### src/rtl/alu_pkg.sv
// Shared definitions for the ALU and its arbiter.
//   alu_ctrl_t  : 4-bit ALU control code
//   ALU_*       : supported control codes
//   arb_state_t : arbiter FSM states
package alu_pkg;

  typedef logic [3:0] alu_ctrl_t;

  localparam alu_ctrl_t ALU_AND = 4'd0;
  localparam alu_ctrl_t ALU_OR  = 4'd1;
  localparam alu_ctrl_t ALU_ADD = 4'd2;
  localparam alu_ctrl_t ALU_SUB = 4'd6;
  localparam alu_ctrl_t ALU_SLT = 4'd7;
  localparam alu_ctrl_t ALU_NOR = 4'd12;
  localparam alu_ctrl_t ALU_XOR = 4'd13;

  typedef enum logic [1:0] {
    IDLE = 2'd0,
    EXEC = 2'd1,
    RESP = 2'd2
  } arb_state_t;

endpackage

### src/rtl/alu_arbiter_rr_pick2.sv
// Two-input round-robin picker.
//   valid0/valid1 : requester valids
//   last_grant    : id of the requester granted last (0 or 1)
//   grant         : one-hot grant, all zero when nobody is valid
module rr_pick2 (
  input  logic       valid0,
  input  logic       valid1,
  input  logic       last_grant,
  output logic [1:0] grant
);

  always_comb begin
    grant = '0;
    if (valid0 && valid1) begin
      // Contention goes to whoever did not win last time.
      grant = last_grant ? 2'b01 : 2'b10;
    end else begin
      grant = {valid1, valid0};
    end
  end

endmodule

### src/rtl/alu_arbiter.sv
// Shares one combinational ALU between two requesters (0: execute stage,
// 1: branch/address helper). A granted request's operands are registered
// onto the ALU inputs for one cycle, the result and zero flag are captured,
// and returned over a valid/ready response handshake.
//   i_clk, i_rst                    : clock, synchronous active-high reset
//   i_con_Req*Valid/o_con_Req*Ready : request handshake per requester
//   i_data_Req*A/B, i_con_Req*Ctrl  : request operands and control code
//   o_con_Rsp*Valid/i_con_Rsp*Ready : response handshake per requester
//   o_data_Rsp*Res, o_con_Rsp*Zero  : response result and zero flag
//   o_data_AluA/B, o_con_AluCtrl    : to the ALU
//   i_data_AluRes, i_con_AluZero    : from the ALU
module alu_arbiter
  import alu_pkg::*;
#(
  parameter int DATA_W = 32,
  parameter int CTRL_W = 4
) (
  input  logic              i_clk,
  input  logic              i_rst,
  input  logic              i_con_Req0Valid,
  input  logic [DATA_W-1:0] i_data_Req0A,
  input  logic [DATA_W-1:0] i_data_Req0B,
  input  logic [CTRL_W-1:0] i_con_Req0Ctrl,
  output logic              o_con_Req0Ready,
  input  logic              i_con_Req1Valid,
  input  logic [DATA_W-1:0] i_data_Req1A,
  input  logic [DATA_W-1:0] i_data_Req1B,
  input  logic [CTRL_W-1:0] i_con_Req1Ctrl,
  output logic              o_con_Req1Ready,
  output logic              o_con_Rsp0Valid,
  output logic [DATA_W-1:0] o_data_Rsp0Res,
  output logic              o_con_Rsp0Zero,
  input  logic              i_con_Rsp0Ready,
  output logic              o_con_Rsp1Valid,
  output logic [DATA_W-1:0] o_data_Rsp1Res,
  output logic              o_con_Rsp1Zero,
  input  logic              i_con_Rsp1Ready,
  output logic [DATA_W-1:0] o_data_AluA,
  output logic [DATA_W-1:0] o_data_AluB,
  output logic [CTRL_W-1:0] o_con_AluCtrl,
  input  logic [DATA_W-1:0] i_data_AluRes,
  input  logic              i_con_AluZero
);

  arb_state_t state;
  logic       last_grant;
  logic       gnt_id;
  logic [1:0] pick;
  logic       rsp_take;

  rr_pick2 u_pick (
    .valid0     (i_con_Req0Valid),
    .valid1     (i_con_Req1Valid),
    .last_grant (last_grant),
    .grant      (pick)
  );

  assign o_con_Req0Ready = (state == IDLE) && pick[0];
  assign o_con_Req1Ready = (state == IDLE) && pick[1];

  // Only the granted port's response ready can retire the transaction.
  always_comb begin
    rsp_take = gnt_id ? i_con_Rsp1Ready : i_con_Rsp0Ready;
  end

  always_ff @(posedge i_clk) begin
    if (i_rst) begin
      state           <= IDLE;
      last_grant      <= 1'b1;
      gnt_id          <= 1'b0;
      o_data_AluA     <= '0;
      o_data_AluB     <= '0;
      o_con_AluCtrl   <= '0;
      o_con_Rsp0Valid <= 1'b0;
      o_data_Rsp0Res  <= '0;
      o_con_Rsp0Zero  <= 1'b0;
      o_con_Rsp1Valid <= 1'b0;
      o_data_Rsp1Res  <= '0;
      o_con_Rsp1Zero  <= 1'b0;
    end else begin
      unique case (state)
        IDLE: begin
          if (pick[0]) begin
            o_data_AluA   <= i_data_Req0A;
            o_data_AluB   <= i_data_Req0B;
            o_con_AluCtrl <= i_con_Req0Ctrl;
            gnt_id        <= 1'b0;
            last_grant    <= 1'b0;
            state         <= EXEC;
          end else if (pick[1]) begin
            o_data_AluA   <= i_data_Req1A;
            o_data_AluB   <= i_data_Req1B;
            o_con_AluCtrl <= i_con_Req1Ctrl;
            gnt_id        <= 1'b1;
            last_grant    <= 1'b1;
            state         <= EXEC;
          end
        end
        EXEC: begin
          if (!gnt_id) begin
            o_data_Rsp0Res  <= i_data_AluRes;
            o_con_Rsp0Zero  <= i_con_AluZero;
            o_con_Rsp0Valid <= 1'b1;
          end else begin
            o_data_Rsp1Res  <= i_data_AluRes;
            o_con_Rsp1Zero  <= i_con_AluZero;
            o_con_Rsp1Valid <= 1'b1;
          end
          state <= RESP;
        end
        RESP: begin
          if (rsp_take) begin
            if (!gnt_id) o_con_Rsp0Valid <= 1'b0;
            else         o_con_Rsp1Valid <= 1'b0;
            state <= IDLE;
          end
        end
        default: state <= IDLE;
      endcase
    end
  end

endmodule

### config.mk
export PLATFORM = sky130hd
export DESIGN_NAME = alu_arbiter
export DESIGN_NICKNAME = d
export VERILOG_FILES = /design/src/rtl/alu_pkg.sv /design/src/rtl/alu_arbiter_rr_pick2.sv /design/src/rtl/alu_arbiter.sv
export SDC_FILE = /design/constraint.sdc
export NUM_CORES = 1
export LEC_CHECK = 0
export ABC_AREA = 1
export BUFFER_PORTS_ARGS = -buffer_cell sky130_fd_sc_hd__buf_4
export CORE_ASPECT_RATIO = 1.2
export CORE_MARGIN = 8
export CORE_UTILIZATION = 42
export DETAILED_ROUTE_END_ITERATION = 10
export PLACE_DENSITY = 0.85
export SETUP_SLACK_MARGIN = 0.05
export SLEW_MARGIN = 20
export SYNTH_ARGS = -nofsm -noshare
export SYNTH_HDL_FRONTEND = slang
export SYNTH_SLANG_ARGS = --single-unit
### constraint.sdc
create_clock -name i_clk -period 1.2 [get_ports i_clk]
set_input_delay 0.24 -clock i_clk [delete_from_list [all_inputs] [get_ports i_clk]]
set_output_delay 0.24 -clock i_clk [all_outputs]
set_load 0.02 [all_outputs]
==> metrics.txt <==
status=finished, violations left; failing checks=negative setup slack; commonest cells after routing, fill and taps aside=buf_4 (214), nand2_1 (160), inv_1 (136); Pwr Total=18500 uW; reg2reg setup slack=-570 ps; Clock transition at path regs=80 ps; Max-Cap Viols=0; Die ar.=0.0196 mm^2; Final Skew=15.4 ps; critical-path maximum fanout=7; mean post-synth cell area=6.56 um^2; Worst Path Buf+Inv=5; final cell count without fillers=about 1600; Crit path depth=10; largest family of logic cells by synthesized area=simple AND/OR/NAND/NOR gates; worst setup path startpoint=last_grant$_SDFFE_PP1P_; detailed placement HPWL=roughly 17000 um; nets=1525; Clock Path Buffers=2; Crit Path Class=reg2reg; Power Density=1400 mW/mm^2; Post-Route WL=between 40000 and 50000 um; FF-to-FF End=o_data_AluA[30]$_SDFFE_PP0P_; multiplexer share of the synthesized area=0%; area delta synth->final=105%; Skew-Pair Late Insertion Delay=430 ps; CP Launch Type=register; H-tree Lvls=4; first-pass GRT wire length=48400 um; Pins Over Slew Limit=0; die height=152 um; final core occ=88.1%; post-detailed-route count of antenna-violating nets=0; PortBufs=312; I/O Pins=313; arrival time worst endpoint=2060 ps; share of cells above drive strength 1=approximately 63%; num rows=49; post-synthesis sequential area ratio=43.3%; Via density=6.09; TritonCTS clock tree=yes; dpl cells=1473; Syn. warnings=0; pin count of the biggest net entering global routing=between 70 and 80; drc violations=0; Hold WS=53.7 ps; floorplan core area=0.0150 mm^2; ant diodes=0; most common cell after layout, fill and taps aside=buf_4; crit path capture=o_data_AluA[30]$_SDFFE_PP0P_; clk root buf=clkbuf_16; Synth Area in XOR/XNOR=0%; worst r2r src=last_grant$_SDFFE_PP1P_; gr usage total=31.5%; Max VDD drop=roughly 1400 uV; DRT Pass-1 Iters=6; initial antenna violation count=0; Horiz. Die Dim=129 um; WL/cell=26.8 um; slew at the pin closest to its max-slew limit=431 ps; critical path required time=between 1000 and 1500 ps; Hold Path Cell Cnt=2; crit-path most repeated cell=buf_6; initial core utilization=43.1%; Rel. slew slack=between 70% and 80%; Synth Instances=986; clock sink count=140; synthesized cell area=0.00647 mm^2; grt ovf=0; Seq cells post-synth=140; cts hold-fix bufs=0; simple-gate portion of the synthesized area=a little under a third; Synth Area in Adders=0%; Period minus WS final=1770 ps; final setup vio count=139; Worst path top cell family by delay=buffers and inverters; vias=~9500; setup ws final=-574 ps; RSZ-0062 raised after global routing=yes; crit share post-route=148%; gp weighted congestion=about 0.84; Final Hold Viols=0; Iteration-0 DRC Markers=roughly 1300; Worst setup EP type=register; vias in the first global route=about 8600; Pleak=0.00613 uW; compound-cell area share of the yosys netlist=10.7%; syn_nets=1161; R2R depth=10; critical path cell sequence=inv_2, nand2_4, buf_6, buf_6, buf_12, buf_16, nand3_2, nand2_2, nor2_4, nor2_1; TritonCTS Buffers=17; CP max stage delay=370 ps; Peak Freq=564 MHz; Crit-path slowest cell=dfxtp_2; HP Class=in2reg; distinct cell type count after synthesis=17; worst slack, placed=-93.2 ps
==> cell type report <==
type | instances | area, um^2
multi-input cells | 634 | 4220
clock inverters | 13 | 191
flip-flops and latches | 140 | 2950
clock buffers | 18 | 439
repair buffers | 416 | 4640
well taps | 204 | 255
inverters | 141 | 541
fillers | 561 | 1780
==> state kept, by name (all words and copies together), names as in the netlist <==
| register | cells |
|---|---|
| state | 2 |
| gnt_id | 1 |
| o_con_Rsp0Valid | 1 |
| o_data_AluB | 32 |
| o_con_AluCtrl | 4 |
| last_grant | 1 |
| o_con_Rsp1Valid | 1 |
| o_data_Rsp0Res | 32 |
| o_data_Rsp1Res | 32 |
| o_con_Rsp1Zero | 1 |
| o_data_AluA | 32 |
| o_con_Rsp0Zero | 1 |
==> where the power goes <==
| group | internal, uW | total, uW | switching [uW] |
|---|---|---|---|
| sequential | 5250 | 5690 | 446 |
| combinational | 3150 | 6970 | 3810 |
| clock | 3550 | 5890 | 2340 |
| total | 12000 | 18500 | 6600 |
==> worst reg2reg max path, cell delays in order, from the launching register on <==
cell and delay, ps:
dfxtp_2 370, inv_2 60, nand2_4 80, buf_6 130, buf_6 130, buf_12 170
buf_16 160, nand3_2 70, nand2_2 100, nor2_4 50, nor2_1 320
==> cell usage after synthesis, drive strengths merged <==
master  count  area, um^2
buf        49         309
nand4       1        6.26
nor2      138         521
a21oi      70         350
nand2     216         818
inv       141         529
dfxtp     140        2800
o21ai      68         340
nand3     141         711
clkbuf     22        82.6
==> logic make-up (layout without fill, tap and decap cells) <==
group           count (synthesis)  in the layout
compound gates                138            138
buf+inv                       212            588
flops                         140            140
simple gates                  496            496
==> layer usage <==
layer,track usage [%],share of wire [%]
met5,0,0
met4,17.4,8.3
met3,9.66,13
met2,55.3,47
met1,32.3,32
==> stage by stage <==
| stage | TNS [ps] | area [um^2] |
|---|---|---|
| after floorplan | 0 | 6510 |
| after CTS | -16520 | 11900 |
| after detailed placement | -3170 | 9170 |
| after global routing | -31190 | 13200 |
| final | -25910 | 13200 |
| after global placement | -1570 | 9170 |
==> worst min-delay path by stage <==
stage,to,slack (ps),start
2_1_floorplan,o_con_Rsp0Valid$_SDFFE_PP0P_,310,i_rst
3_3_place_gp,o_data_Rsp1Res[13]$_SDFFE_PP0P_,430,o_data_Rsp1Res[13]$_SDFFE_PP0P_
3_5_place_dp,o_data_Rsp0Res[8]$_SDFFE_PP0P_,440,o_data_Rsp0Res[8]$_SDFFE_PP0P_
4_1_cts,o_con_Rsp1Valid$_SDFFE_PP0P_,20,i_rst
5_1_grt,state[0]$_SDFFE_PP0P_,40,i_rst
6_report,o_con_Rsp0Valid$_SDFFE_PP0P_,50,i_rst
==> what timing repair did <==
action / CTS / global route
gates resized for setup: 407 / 332
buffers inserted: 22 / 9
setup endpoints to repair: 202 / 232
cloned: 29 / 5
pin swaps: 80 / 120
Note: power is estimated with default switching activity, not from simulation.
